<file path="src/rtl/aux_run_controller.sv">
// aux_run_controller: run/stop sequencer for the CPU core.
// Gates the core enable, stops on syscall halt, PC breakpoint or step-burst
// completion, and restarts on a debounced resume button press.
// Optional feature macro: AUX_RUN_BKPT_EN enables the PC breakpoint comparator.
module aux_run_controller #(
    parameter int unsigned DbCycles = 4,
    parameter int unsigned StepBits = 8
) (
    input  logic                clk,
    input  logic                rst_n,
    input  logic                resume,
    input  logic                step_mode,
    input  logic [StepBits-1:0] step_cnt,
    input  logic                halt,
    input  logic [31:0]         pc,
    input  logic [31:0]         bkpt_addr,
    input  logic                bkpt_valid,
    output logic                en,
    output logic                stopped,
    output logic [1:0]          stop_cause,
    output logic [StepBits-1:0] step_left
);

    typedef enum logic [1:0] {StRun, StStep, StHalted} state_e;

    localparam logic [1:0] CauseNone    = 2'd0;
    localparam logic [1:0] CauseSyscall = 2'd1;
    localparam logic [1:0] CauseBkpt    = 2'd2;
    localparam logic [1:0] CauseStep    = 2'd3;

    localparam int unsigned CntW = $clog2(DbCycles + 1);

    // ---------------- resume synchronizer and debounce ----------------
    logic            sync1_q, sync2_q;
    logic            db_q;
    logic [CntW-1:0] db_cnt_q;
    logic            db_differ;
    logic            db_accept;
    logic            resume_pulse;

    // Two-flop synchronizer for the asynchronous button level.
    always_ff @(posedge clk or negedge rst_n) begin
        if (!rst_n) begin
            sync1_q <= 1'b0;
            sync2_q <= 1'b0;
        end else begin
            sync1_q <= resume;
            sync2_q <= sync1_q;
        end
    end

    // The DbCycles-th consecutive sample that disagrees with the debounced level flips it.
    assign db_differ    = (sync2_q != db_q);
    assign db_accept    = db_differ && (db_cnt_q == CntW'(DbCycles - 1));
    assign resume_pulse = db_accept && sync2_q;

    // Stable counter and debounced level.
    always_ff @(posedge clk or negedge rst_n) begin
        if (!rst_n) begin
            db_q     <= 1'b0;
            db_cnt_q <= '0;
        end else if (!db_differ) begin
            db_cnt_q <= '0;
        end else if (db_accept) begin
            db_q     <= sync2_q;
            db_cnt_q <= '0;
        end else begin
            db_cnt_q <= db_cnt_q + 1'b1;
        end
    end

    // ---------------- stop request ----------------
    logic skip_q, skip_d;
    logic bkpt_hit;
    logic stop_req;

`ifdef AUX_RUN_BKPT_EN
    assign bkpt_hit = bkpt_valid && (pc == bkpt_addr);
`else
    logic unused_bkpt;
    assign unused_bkpt = ^{pc, bkpt_addr, bkpt_valid};
    assign bkpt_hit    = 1'b0;
`endif

    // skip lets the instruction that caused the stop commit once after a resume.
    assign stop_req = !skip_q && (halt || bkpt_hit);

    // ---------------- run/step/halt FSM ----------------
    state_e              state_q, state_d;
    logic [1:0]          cause_q, cause_d;
    logic [StepBits-1:0] left_q, left_d;

    // State register; reset lands in RUN with skip set so the core starts at once.
    always_ff @(posedge clk or negedge rst_n) begin
        if (!rst_n) begin
            state_q <= StRun;
            cause_q <= CauseNone;
            left_q  <= '0;
            skip_q  <= 1'b1;
        end else begin
            state_q <= state_d;
            cause_q <= cause_d;
            left_q  <= left_d;
            skip_q  <= skip_d;
        end
    end

    // Next-state and enable: a stopping instruction is blocked in the same cycle.
    always_comb begin
        state_d = state_q;
        cause_d = cause_q;
        left_d  = left_q;
        skip_d  = skip_q;
        en      = 1'b0;

        unique case (state_q)
            StRun: begin
                if (stop_req) begin
                    state_d = StHalted;
                    cause_d = halt ? CauseSyscall : CauseBkpt;
                end else begin
                    en     = 1'b1;
                    skip_d = 1'b0;
                end
            end
            StStep: begin
                if (stop_req) begin
                    state_d = StHalted;
                    cause_d = halt ? CauseSyscall : CauseBkpt;
                    left_d  = '0;
                end else begin
                    en     = 1'b1;
                    skip_d = 1'b0;
                    if (left_q == StepBits'(1)) begin
                        state_d = StHalted;
                        cause_d = CauseStep;
                        left_d  = '0;
                    end else begin
                        left_d = left_q - 1'b1;
                    end
                end
            end
            StHalted: begin
                if (resume_pulse) begin
                    cause_d = CauseNone;
                    skip_d  = 1'b1;
                    if (step_mode) begin
                        state_d = StStep;
                        left_d  = (step_cnt == '0) ? StepBits'(1) : step_cnt;
                    end else begin
                        state_d = StRun;
                    end
                end
            end
            default: begin
                state_d = StRun;
            end
        endcase
    end

    assign stopped    = (state_q == StHalted);
    assign stop_cause = cause_q;
    assign step_left  = left_q;

endmodule
</file>
<file path="config.mk">
export PLATFORM = sky130hd
export DESIGN_NAME = aux_run_controller
export DESIGN_NICKNAME = d
export VERILOG_FILES = /design/src/rtl/aux_run_controller.sv
export SDC_FILE = /design/constraint.sdc
export NUM_CORES = 1
export LEC_CHECK = 0
export ABC_AREA = 1
export ABC_CLOCK_PERIOD_IN_PS = 3400
export CELL_PAD_IN_SITES_DETAIL_PLACEMENT = 1
export CELL_PAD_IN_SITES_GLOBAL_PLACEMENT = 1
export CORE_ASPECT_RATIO = 0.7
export CORE_MARGIN = 5
export CORE_UTILIZATION = 24
export DETAILED_ROUTE_END_ITERATION = 7
export PLACE_DENSITY = 0.88
export SYNTH_ARGS = -nofsm -noshare
export SYNTH_HDL_FRONTEND = slang
export SYNTH_SLANG_ARGS = --single-unit
</file>
<file path="constraint.sdc">
create_clock -name clk -period 3.4 [get_ports clk]
set_input_delay 0.51 -clock clk [delete_from_list [all_inputs] [get_ports clk]]
set_output_delay 0.51 -clock clk [all_outputs]
set_load 0.05 [all_outputs]
</file>
Word level (Yosys, flattened, before mapping)
Index checks and enable logic that the tools add are counted.
Operators by class
  add/subtract/negate cells: 2
  equal/unequal tests: 10
  reduce and logical (&&, ||, !) cells: 15
  muxes and demuxes: 25
Operators with widths (number)
  8-bit 2-to-1 mux: 5
  2-bit 2-to-1 mux: 9
  8-bit case mux with 2 select lines: 1
  2-bit case mux with 3 select lines: 2
  3-bit AND reduction: 3
  8-bit by 1-bit == test with 1-bit output, second input constant: 1
  8-bit logical NOT: 1
  8-bit by 1-bit subtractor with 8-bit output, second input constant: 1
  3-bit 2-to-1 mux: 2
  2-bit inequality test, second input constant: 3
  1-bit 2-to-1 mux: 5
  4-bit AND reduction: 1
  2-bit nonzero test: 2
  3-bit by 1-bit adder with 3-bit output, second input constant: 1
  3-bit by 2-bit == test with 1-bit output, second input constant: 1
  1-bit logical AND: 3
  3-bit inequality test, second input constant: 1
  3-bit nonzero test: 1
  2-bit by 1-bit == test with 1-bit output, second input constant: 1
  2-bit == test, second input constant: 1
  2-bit logical NOT: 1
  2-bit by 1-bit inequality test with 1-bit output, second input constant: 1
  1-bit case mux with 2 select lines: 1
  2-bit AND reduction: 1
  3 further kinds: 3
Storage, ports and cells
  input bits: 78
  bits in registers: 19

Logic depth before layout (Yosys ltp)
Gate-level depths: netlist (run 1).
  word-level depth: 5
  gate-level depth with buffers: 11
  mapped depth without buffers: 11

Worst setup path before layout (run 1)
No wires, ideal clock.
  path type: flip-flop to output port
  start point: reg state_q[1]
  end point: out en
  stages on the path, launching flop included: 5
  data required time: 2890 ps
  data arrival time: 1416 ps
  setup slack: 1474 ps
  cell sequence: dfrtp_1 > inv_1 > ha_1 > nor2_1 > nor2_1
On the way
  longest elaborated chain between the ends: 3
RTL lines
  start: declaration: RTL line 89  | state_e state_q, state_d;
  start signal: assignment: RTL line 96  | state_q <= StRun;
  start signal: assignment: RTL line 101  | state_q <= state_d;
  2-bit by 1-bit == test with 1-bit output or 2-bit logical NOT (tied branches): RTL line 116  | unique case (state_q)
  2-bit OR reduction (no line) *
  1-bit 2-to-1 mux *
  end: declaration: RTL line 18  | output logic en,
Every way passes the cells marked *; elsewhere a longest branch is shown, timed or not.

Worst setup path in the final report (run 1)
Same ends and word-level chain as after synthesis.

==> results of run 1 <==
-- flip-flops by register name (all words and copies together) (netlist names) --
| signal | cells |
|---|---|
| step_left | 8 |
| db_cnt_q | 3 |
| state_q | 2 |
| stop_cause | 2 |
| db_q | 1 |
| skip_q | 1 |
| sync1_q | 1 |
| sync2_q | 1 |
-- synth_stat cells, drive strengths merged --
cell	n	area, um2
nor2	23	111
nand4	2	12.5
xnor2	1	8.76
buf	1	5.00
dfrtp	18	450
xor2	4	35.0
a21boi	1	7.51
ha	9	113
dfstp	1	26.3
a21oi	2	10.0
o21ai	11	58.8
nor3	2	10.0
nand3	6	30.0
or2	1	6.26
nand2	65	262
inv	21	78.8
-- through the flow --
stage	instance area [um2]	worst slack [ns]	hold WS, ns	utilization	instances
floorplan	1220	1.47	0.214	-	168
global placement	1550	0.875	0.338	0.320	261
detailed placement	1550	0.879	0.349	0.320	261
CTS	1600	0.765	0.374	0.329	265
global route	1600	0.662	0.373	0.329	265
finish	1600	0.784	0.367	0.329	265
-- path summary, 6_finish.rpt --
path | startpoint | cells past startpoint | endpoint
worst max-delay path | state_q[1] | 5 | en
worst min-delay path | sync1_q | 0 | sync2_q
worst max register to register | state_q[0] | 10 | step_left[1]
worst min register to register | sync1_q | 0 | sync2_q
max in group asynchronous | rst_n | 1 | step_left[4]
min in group asynchronous | rst_n | 1 | sync1_q
-- layout make-up --
type,instances,share of cell area
well taps,69,0.0540
inverters,21,0.0493
flip-flops and latches,19,0.298
repair buffers,25,0.155
clock buffers,4,0.0282
multi-input cells,127,0.415
-- power groups by stage --
stage	Clock (uW)	Sequential, uW	Combinational [uW]
5_1_grt	175	430	1230
4_1_cts	166	418	1120
3_5_place_dp	0	418	1110
3_3_place_gp	0	414	1080
6_report	159	414	1100
2_1_floorplan	0	580	628
-- routing by layer --
layer  vias up  track usage
li1        574            -
met1       521        0.137
met2        21        0.161
met3         2       0.0315
met4         0       0.0237
met5         -            0
-- cell families (layout without fill, tap and decap cells) --
logic type | Yosys count | after routing
AND/OR/NAND/NOR | 99 | 99
buffers and inverters | 22 | 50
flip-flops | 19 | 19
AO/OA/AOI/OAI | 14 | 14
adder cells (fa/ha/maj) | 9 | 9
XOR/XNOR | 5 | 5
-- worst max-delay path, stage by stage (launching register included) --
cell and delay [ns]:
dfrtp_1 0.44, inv_1 0.12, ha_1 0.25, nor2_1 0.10, nor2_1 0.12, clkdlybuf4s50_1 0.82
==> flow_summary.ini, run 1 <==
[yosys]
yosys.area_share.simple = 0.352
syn_area_um2 = 1220
synth_mux_area_frac = 0
ys_ff_latch = 19
synth.avg_cell_area_um2 = 7.29
synth_compound_area_frac = 0.0623
yosysSeqAreaShare = 0.389
yosysUniqueCellTypes = 23
synth_top_family_by_area = simple AND/OR/NAND/NOR gates
synth-adder-area-share = 0.0919
syn_inst = 168
yosysWarnings = 0
synthesis.nets = 255
synth_xor_area_frac = 0.0358

[route]
drtAntennaViolNets = 0
drt_iter0_drc = 49
wire_per_inst_um = 12.0
met1_length_um = 1520
vias_per_cell = 4.22
post-route-drc-count = 0
wirelength_um = 3170
vias = 1118
wl_met2_um = 1440
drt_pass1_iterations = 4
top_layer = met4
met3_length_um = 182

[placed_design]
port_buffers = 24
post-dp-hpwl_um = 2510
routabilityCongestion = 0.767

[worst_setup_path]
rrSetupSlack_ns = 1.73
crit_required_ns = 2.89
start_kind = flip-flop
worstSetupPathType = reg -> out
cp_max_fo = 5
cp-end-kind = output pin
crit_arrival_ns = 2.11

[sta]
slew-limit-headroom = 0.406
hold_viol = 0
rsz0062_at_grt = no
post-route-period-util = 0.769
max_freq_mhz = 382
fin_worst_skew_ns = 0.00397
tns_ns = 0
slew_violations = 0
tightest_slew_ns = 0.889
period_needed_ns = 2.62
setup_violations = 0

[clock_tree]
cts_tree = built
post_cts_buffers = 0
htreeDepth = 1
cts_root_buf = clkbuf_8
clk_path_buf_depth = 2
path_clk_slew_ns = 0.07
clk-insertion-delay-late_ns = 0.25
hold_buffers = 0
cts.sinks = 19
cts_buffers = 3
cts.repair.resized = 0

[floorplan]
num_rows = 21
core_um2 = 4860
die-width_um = 95.4
pin_count = 90
die_height_um = 69.8
start_util = 0.252
die_area_um2 = 6660

[layout]
syn2layout_area_growth_pct = 30.5
diodes = 0
layout_commonest_cell = nand2_1
nets = 284
layout_common_cells = nand2_1 (60), clkdlybuf4s50_1 (24), inv_1 (19), dfrtp_1 (18), nor2_1 (17)
multi_input_area_um2 = 664
layout-drive-gt1-share = 0.102
layout.area.seq_um2 = 477
fillers = 597

[power]
power.leakage_uw = 0.000789
power.internal_uw = 781
pwr-share-clk = 0.095
combPwrFrac = 0.658
p_sw_frac = 0.534
power.total_uw = 1680
p_seq_frac = 0.247
ir_worst_vdd_mv = 0.279
cellPowerDensity_nw_per_um2 = 1050
p_sw_uw = 894

[global_routing]
grt_pass1_wl_um = 5490
grt_pass1_vias = 1198
antenna_found_initial = 0
overflow = 0
grt_max_degree = 20
track_usage = 0.103

[min_path]
hold_path_class = reg -> reg

[outcome]
status = completed

[run]
maxCapViolations = 0
Note: power is estimated with default switching activity, not from simulation.
==> run 2: changes to the inputs <==
--- a/config.mk
+++ b/config.mk
@@ -6,14 +6,14 @@
 export NUM_CORES = 1
 export LEC_CHECK = 0
 export ABC_AREA = 1
-export ABC_CLOCK_PERIOD_IN_PS = 3400
+export ABC_CLOCK_PERIOD_IN_PS = 2100
 export CELL_PAD_IN_SITES_DETAIL_PLACEMENT = 1
 export CELL_PAD_IN_SITES_GLOBAL_PLACEMENT = 1
 export CORE_ASPECT_RATIO = 0.7
 export CORE_MARGIN = 5
-export CORE_UTILIZATION = 24
+export CORE_UTILIZATION = 20
 export DETAILED_ROUTE_END_ITERATION = 7
-export PLACE_DENSITY = 0.88
+export PLACE_DENSITY = 0.79
 export SYNTH_ARGS = -nofsm -noshare
 export SYNTH_HDL_FRONTEND = slang
 export SYNTH_SLANG_ARGS = --single-unit
==> constraint.sdc (replaced) <==
create_clock -name clk -period 2.1 [get_ports clk]
set_input_delay 0.315 -clock clk [delete_from_list [all_inputs] [get_ports clk]]
set_output_delay 0.315 -clock clk [all_outputs]
set_load 0.05 [all_outputs]
==> run 2 against run 1 <==
- final cell count is 2.6% higher
- combinational power is 71% higher
- clock-buffer cell count stayed put
- die area up 17%
- clock skew rose by 0.0050 ns
- via count is 0.27% higher
- utilization fell by 4.9 points
- worst setup slack got worse by 0.58 ns
- critical path type unchanged
- critical endpoint is now stopped
==> flow_summary.ini, run 2 (synthesis gave the netlist of run 1 again) <==
[layout]
syn2layout_area_growth_pct = 33.4
largest_reg_flops = 8
diodes = 0
layout_common_cells = nand2_1 (60), clkdlybuf4s50_1 (22), inv_1 (19), dfrtp_1 (18), nor2_1 (17)
layout_commonest_cell = nand2_1
layout-drive-gt1-share = 0.117
nets = 285

[clock_tree]
cts.repair.resized = 0
htreeDepth = 1
post_cts_buffers = 0
cts.sinks = 19
cts_root_buf = clkbuf_8
clk_path_buf_depth = 2
path_clk_slew_ns = 0.08
hold_buffers = 0
cts_buffers = 3
clk-insertion-delay-late_ns = 0.26
cts_tree = built

[sta]
rsz0062_at_grt = no
tightest_slew_ns = 0.546
slew-limit-headroom = 0.635
post-route-period-util = 0.904
fin_worst_skew_ns = 0.00897
period_needed_ns = 1.90
setup_violations = 0
hold_viol = 0
max_freq_mhz = 526
slew_violations = 0
tns_ns = 0

[worst_setup_path]
crit_arrival_ns = 1.58
slowest_stage = dfrtp_1
start_kind = flip-flop
r2r_start = state_q[0]
cp-end-kind = output pin
path_buf_inv = 3
crit_chain = inv_1, ha_1, buf_4, buf_12
cpPeakStageDelay_ns = 0.44
crit_start = state_q[0]
worstSetupPathType = reg -> out
crit_family = buffers and inverters
cp_max_fo = 9
crit_required_ns = 1.78

[route]
met3_length_um = 134
vias = 1121
wire_per_inst_um = 12.1
wirelength_um = 3280
drt_pass1_iterations = 4
drt_iter0_drc = 15
met1_length_um = 1530
post-route-drc-count = 0
drtAntennaViolNets = 0
wl_met2_um = 1600
vias_per_cell = 4.12
top_layer = met4

[global_routing]
grt_pass1_vias = 1230
overflow = 0
antenna_found_initial = 0
grt_pass1_wl_um = 5630
track_usage = 0.0891
grt_max_degree = 12

[power]
ir_worst_vdd_mv = 0.735
power.leakage_uw = 0.000804
p_sw_uw = 1470
cellPowerDensity_nw_per_um2 = 1710
power.total_uw = 2800
pwr-share-clk = 0.092
combPwrFrac = 0.670
p_sw_frac = 0.525
power.internal_uw = 1330
p_seq_frac = 0.238

[placed_design]
port_buffers = 24
routabilityCongestion = 0.767
post-dp-hpwl_um = 2790

[floorplan]
die_height_um = 75.5
num_rows = 23
core_um2 = 5840
pin_count = 90
die_area_um2 = 7810
start_util = 0.210
die-width_um = 104

[outcome]
status = completed

[min_path]
hold_path_startpoint = sync1_q
hold_path_class = reg -> reg

[run]
maxCapViolations = 0
-- run 2: changes by cell type in the layout (fill, tap and decap cells not counted) --
cell / before / now
buf_4: 1 / 2
buf_12: 0 / 2
clkdlybuf4s50_1: 24 / 22
-- run 2: power by group through the flow --
stage                     registers (uW)  logic, uW  clock network (uW)
after CTS                            671       1910                 271
after detailed placement             676       1900                   0
after floorplan                      939       1020                   0
after global placement               668       1830                   0
final                                667       1880                 256
after global routing                 694       2090                 290
-- run 2: area by class of cell --
type                       count  area (um2)
clock buffer                   4        45.0
fill                         717        4210
inverter                      21        78.8
multi-input combinational    127         664
sequential                    19         477
tap                           75        93.8
timing repair buffer          26         275
-- run 2: per-layer routing --
layer | track usage | vias to the layer above
met4 | 0.0131 | 0
met5 | 0 | -
met1 | 0.107 | 535
met2 | 0.162 | 12
li1 | - | 572
met3 | 0.0296 | 2
-- run 2: final timing paths --
| path | slack, ns | end | cells past startpoint |
|---|---|---|---|
| min reg2reg | 0.35 | sync2_q | 0 |
| max reg2reg | 0.35 | step_left[1] | 9 |
| max | 0.20 | stopped | 4 |
| max in group asynchronous | 1.15 | step_left[4] | 2 |
| min in group asynchronous | 0.41 | state_q[0] | 1 |
| min | 0.35 | sync2_q | 0 |
-- run 2: through the flow --
stage | std cells | hold slack [ns] | utilization | area [um2] | setup WS, ns
floorplan | 168 | 0.0194 | - | 1220 | 0.337
detailed placement | 268 | 0.340 | 0.272 | 1590 | 0.343
global route | 272 | 0.359 | 0.280 | 1630 | 0.113
finish | 272 | 0.352 | 0.280 | 1630 | 0.201
global placement | 268 | 0.337 | 0.272 | 1590 | 0.404
CTS | 272 | 0.357 | 0.280 | 1630 | 0.172
-- run 2: worst reg2reg max path, cell delays in order, from the launching register on --
cell and delay (ns):
dfrtp_1 0.44, inv_1 0.11, ha_1 0.38, nand2_1 0.16, inv_1 0.08, nand2_1 0.09
nand2_4 0.13, inv_2 0.11, nand2_1 0.09, o21ai_2 0.05
==> run 3: changes to the inputs <==
--- a/config.mk
+++ b/config.mk
@@ -6,14 +6,14 @@
 export NUM_CORES = 1
 export LEC_CHECK = 0
 export ABC_AREA = 1
-export ABC_CLOCK_PERIOD_IN_PS = 2100
+export ABC_CLOCK_PERIOD_IN_PS = 2300
 export CELL_PAD_IN_SITES_DETAIL_PLACEMENT = 1
 export CELL_PAD_IN_SITES_GLOBAL_PLACEMENT = 1
 export CORE_ASPECT_RATIO = 0.7
 export CORE_MARGIN = 5
-export CORE_UTILIZATION = 20
+export CORE_UTILIZATION = 24
 export DETAILED_ROUTE_END_ITERATION = 7
-export PLACE_DENSITY = 0.79
+export PLACE_DENSITY = 0.88
 export SYNTH_ARGS = -nofsm -noshare
 export SYNTH_HDL_FRONTEND = slang
 export SYNTH_SLANG_ARGS = --single-unit
==> constraint.sdc (replaced) <==
create_clock -name clk -period 2.3 [get_ports clk]
set_input_delay 0.345 -clock clk [delete_from_list [all_inputs] [get_ports clk]]
set_output_delay 0.345 -clock clk [all_outputs]
set_load 0.05 [all_outputs]
==> run 3 against run 2 <==
- global-route usage grew 2.3 points
- worst hold slack worse by 0.0026 ns
- register-to-register slack gained 0.12 ns
- critical path depth shrank 3
- wire length shrank 0.40%
- final cell count is 2.2% lower
- first-iteration DRC count increased to 3.0 times the previous value
- sequential cell count unchanged
- via count is 0.98% lower
- critical endpoint is now step_left[6]
- largest power group unchanged
==> flow_summary.ini, run 3 (synthesis gave the netlist of run 1 again) <==
[worst_setup_path]
rrSetupSlack_ns = 0.47
cp-end-kind = output pin
cpPeakStageDelay_ns = 0.84
r2r_end = step_left[5]
crit_required_ns = 1.96
start_kind = flip-flop
crit_family = buffers and inverters
cp_max_fo = 5
worstSetupPathType = reg -> out
r2r_start = state_q[0]
slowest_stage = clkdlybuf4s50_1
crit_arrival_ns = 1.55
r2r_cells = 9
path_buf_inv = 1
crit_chain = clkdlybuf4s50_1

[route]
drt_iter0_drc = 45
drt_pass1_iterations = 4
wirelength_um = 3270
vias_per_cell = 4.17
drtAntennaViolNets = 0
vias = 1110
post-route-drc-count = 0
wire_per_inst_um = 12.3

[power]
p_sw_uw = 1350
ir_worst_vdd_mv = 0.498
p_seq_frac = 0.238
power.internal_uw = 1210
power.leakage_uw = 0.000807
p_sw_frac = 0.528
pwr-share-clk = 0.095
cellPowerDensity_nw_per_um2 = 1580
combPwrFrac = 0.667

[floorplan]
die-width_um = 95.4
num_rows = 21
pin_count = 90
die_height_um = 69.8
die_area_um2 = 6660
core_um2 = 4860
start_util = 0.252

[layout]
layout_commonest_cell = nand2_1
layout-drive-gt1-share = 0.122
largest_reg_flops = 8
layout.area.seq_um2 = 477
multi_input_area_um2 = 664
syn2layout_area_growth_pct = 32.9
layout_common_cells = nand2_1 (60), clkdlybuf4s50_1 (22), inv_1 (19), dfrtp_1 (18), nor2_1 (17)
nets = 285
fillers = 623
fin_util = 0.335
diodes = 0

[sta]
fin_worst_skew_ns = 0.00269
slew-limit-headroom = 0.662
tns_ns = 0
rsz0062_at_grt = no
slew_violations = 0
hold_viol = 0
tightest_slew_ns = 0.506
period_needed_ns = 1.90
max_freq_mhz = 527
setup_violations = 0
post-route-period-util = 0.826

[min_path]
hold_path_end = sync2_q
hold_path_class = reg -> reg
holdPathStages = 0
hold_path_startpoint = sync1_q

[placed_design]
post-dp-hpwl_um = 2630
port_buffers = 24
routabilityCongestion = 0.809

[clock_tree]
clk_path_buf_depth = 2
cts.sinks = 19
cts_buffers = 3
cts_tree = built
hold_buffers = 0
post_cts_buffers = 0
path_clk_slew_ns = 0.08
cts.repair.resized = 0
clk-insertion-delay-late_ns = 0.26
cts_root_buf = clkbuf_8
htreeDepth = 1

[global_routing]
grt_max_degree = 20
grt_pass1_vias = 1283
antenna_found_initial = 0
overflow = 0
track_usage = 0.112
grt_pass1_wl_um = 6010

[run]
maxCapViolations = 0

[outcome]
status = completed
-- run 3: cell types whose count changed in the layout (fill, tap and decap cells not counted) --
cell / previous run / this run
clkbuf_1: 1 / 0
clkinv_2: 0 / 1
-- run 3: worst max path at each step --
stage                 startpoint            to  slack [ns]  cells after the start
floorplan             state_q[0]  step_left[1]        0.54                      9
global placement      state_q[0]  step_left[1]        0.48                      9
finish              step_left[6]  step_left[6]        0.40                      1
global route          state_q[1]            en        0.28                      5
detailed placement    state_q[0]  step_left[5]        0.45                      9
CTS                   state_q[1]            en        0.36                      5
-- run 3: power groups by stage --
stage / Sequential, uW / Combinational [uW] / Clock, uW
final: 611 / 1710 / 242
after global routing: 638 / 1900 / 267
after CTS: 615 / 1740 / 258
after detailed placement: 618 / 1730 / 0
after global placement: 609 / 1660 / 0
after floorplan: 857 / 928 / 0
-- run 3: final cells by class --
class | count | area share
Inverter | 21 | 0.0484
Clock buffer | 3 | 0.0254
Clock inverter | 1 | 0.00307
Sequential cell | 19 | 0.293
Multi-Input combinational cell | 127 | 0.408
Tap cell | 69 | 0.0530
Timing Repair Buffer | 26 | 0.169
-- run 3: metal layers --
layer  track usage  up-vias  wire [um]
met4        0.0331        0         47
met2         0.182       16       1520
met5             0        -          0
met3        0.0304        4        163
met1         0.143      520       1540
li1              -      570          -
-- run 3: metrics by stage --
stage          area (um2)  power, uW  hold slack, ns  instances  setup slack [ns]
2_1_floorplan        1220       1790          0.0494        168             0.537
3_3_place_gp         1580       2270           0.339        262             0.477
3_5_place_dp         1580       2350           0.336        262             0.446
4_1_cts              1630       2610           0.354        266             0.359
5_1_grt              1630       2810           0.369        266             0.275
6_report             1630       2560           0.349        266             0.401
-- run 3: worst reg2reg max path: stages (launching register included) --
cell and delay (ns):
dfrtp_1 0.45, inv_1 0.11, ha_1 0.45, nand2_1 0.16, inv_1 0.08, nand2_1 0.10
nand2_4 0.13, inv_2 0.11, nand2_1 0.08, nand2_1 0.06
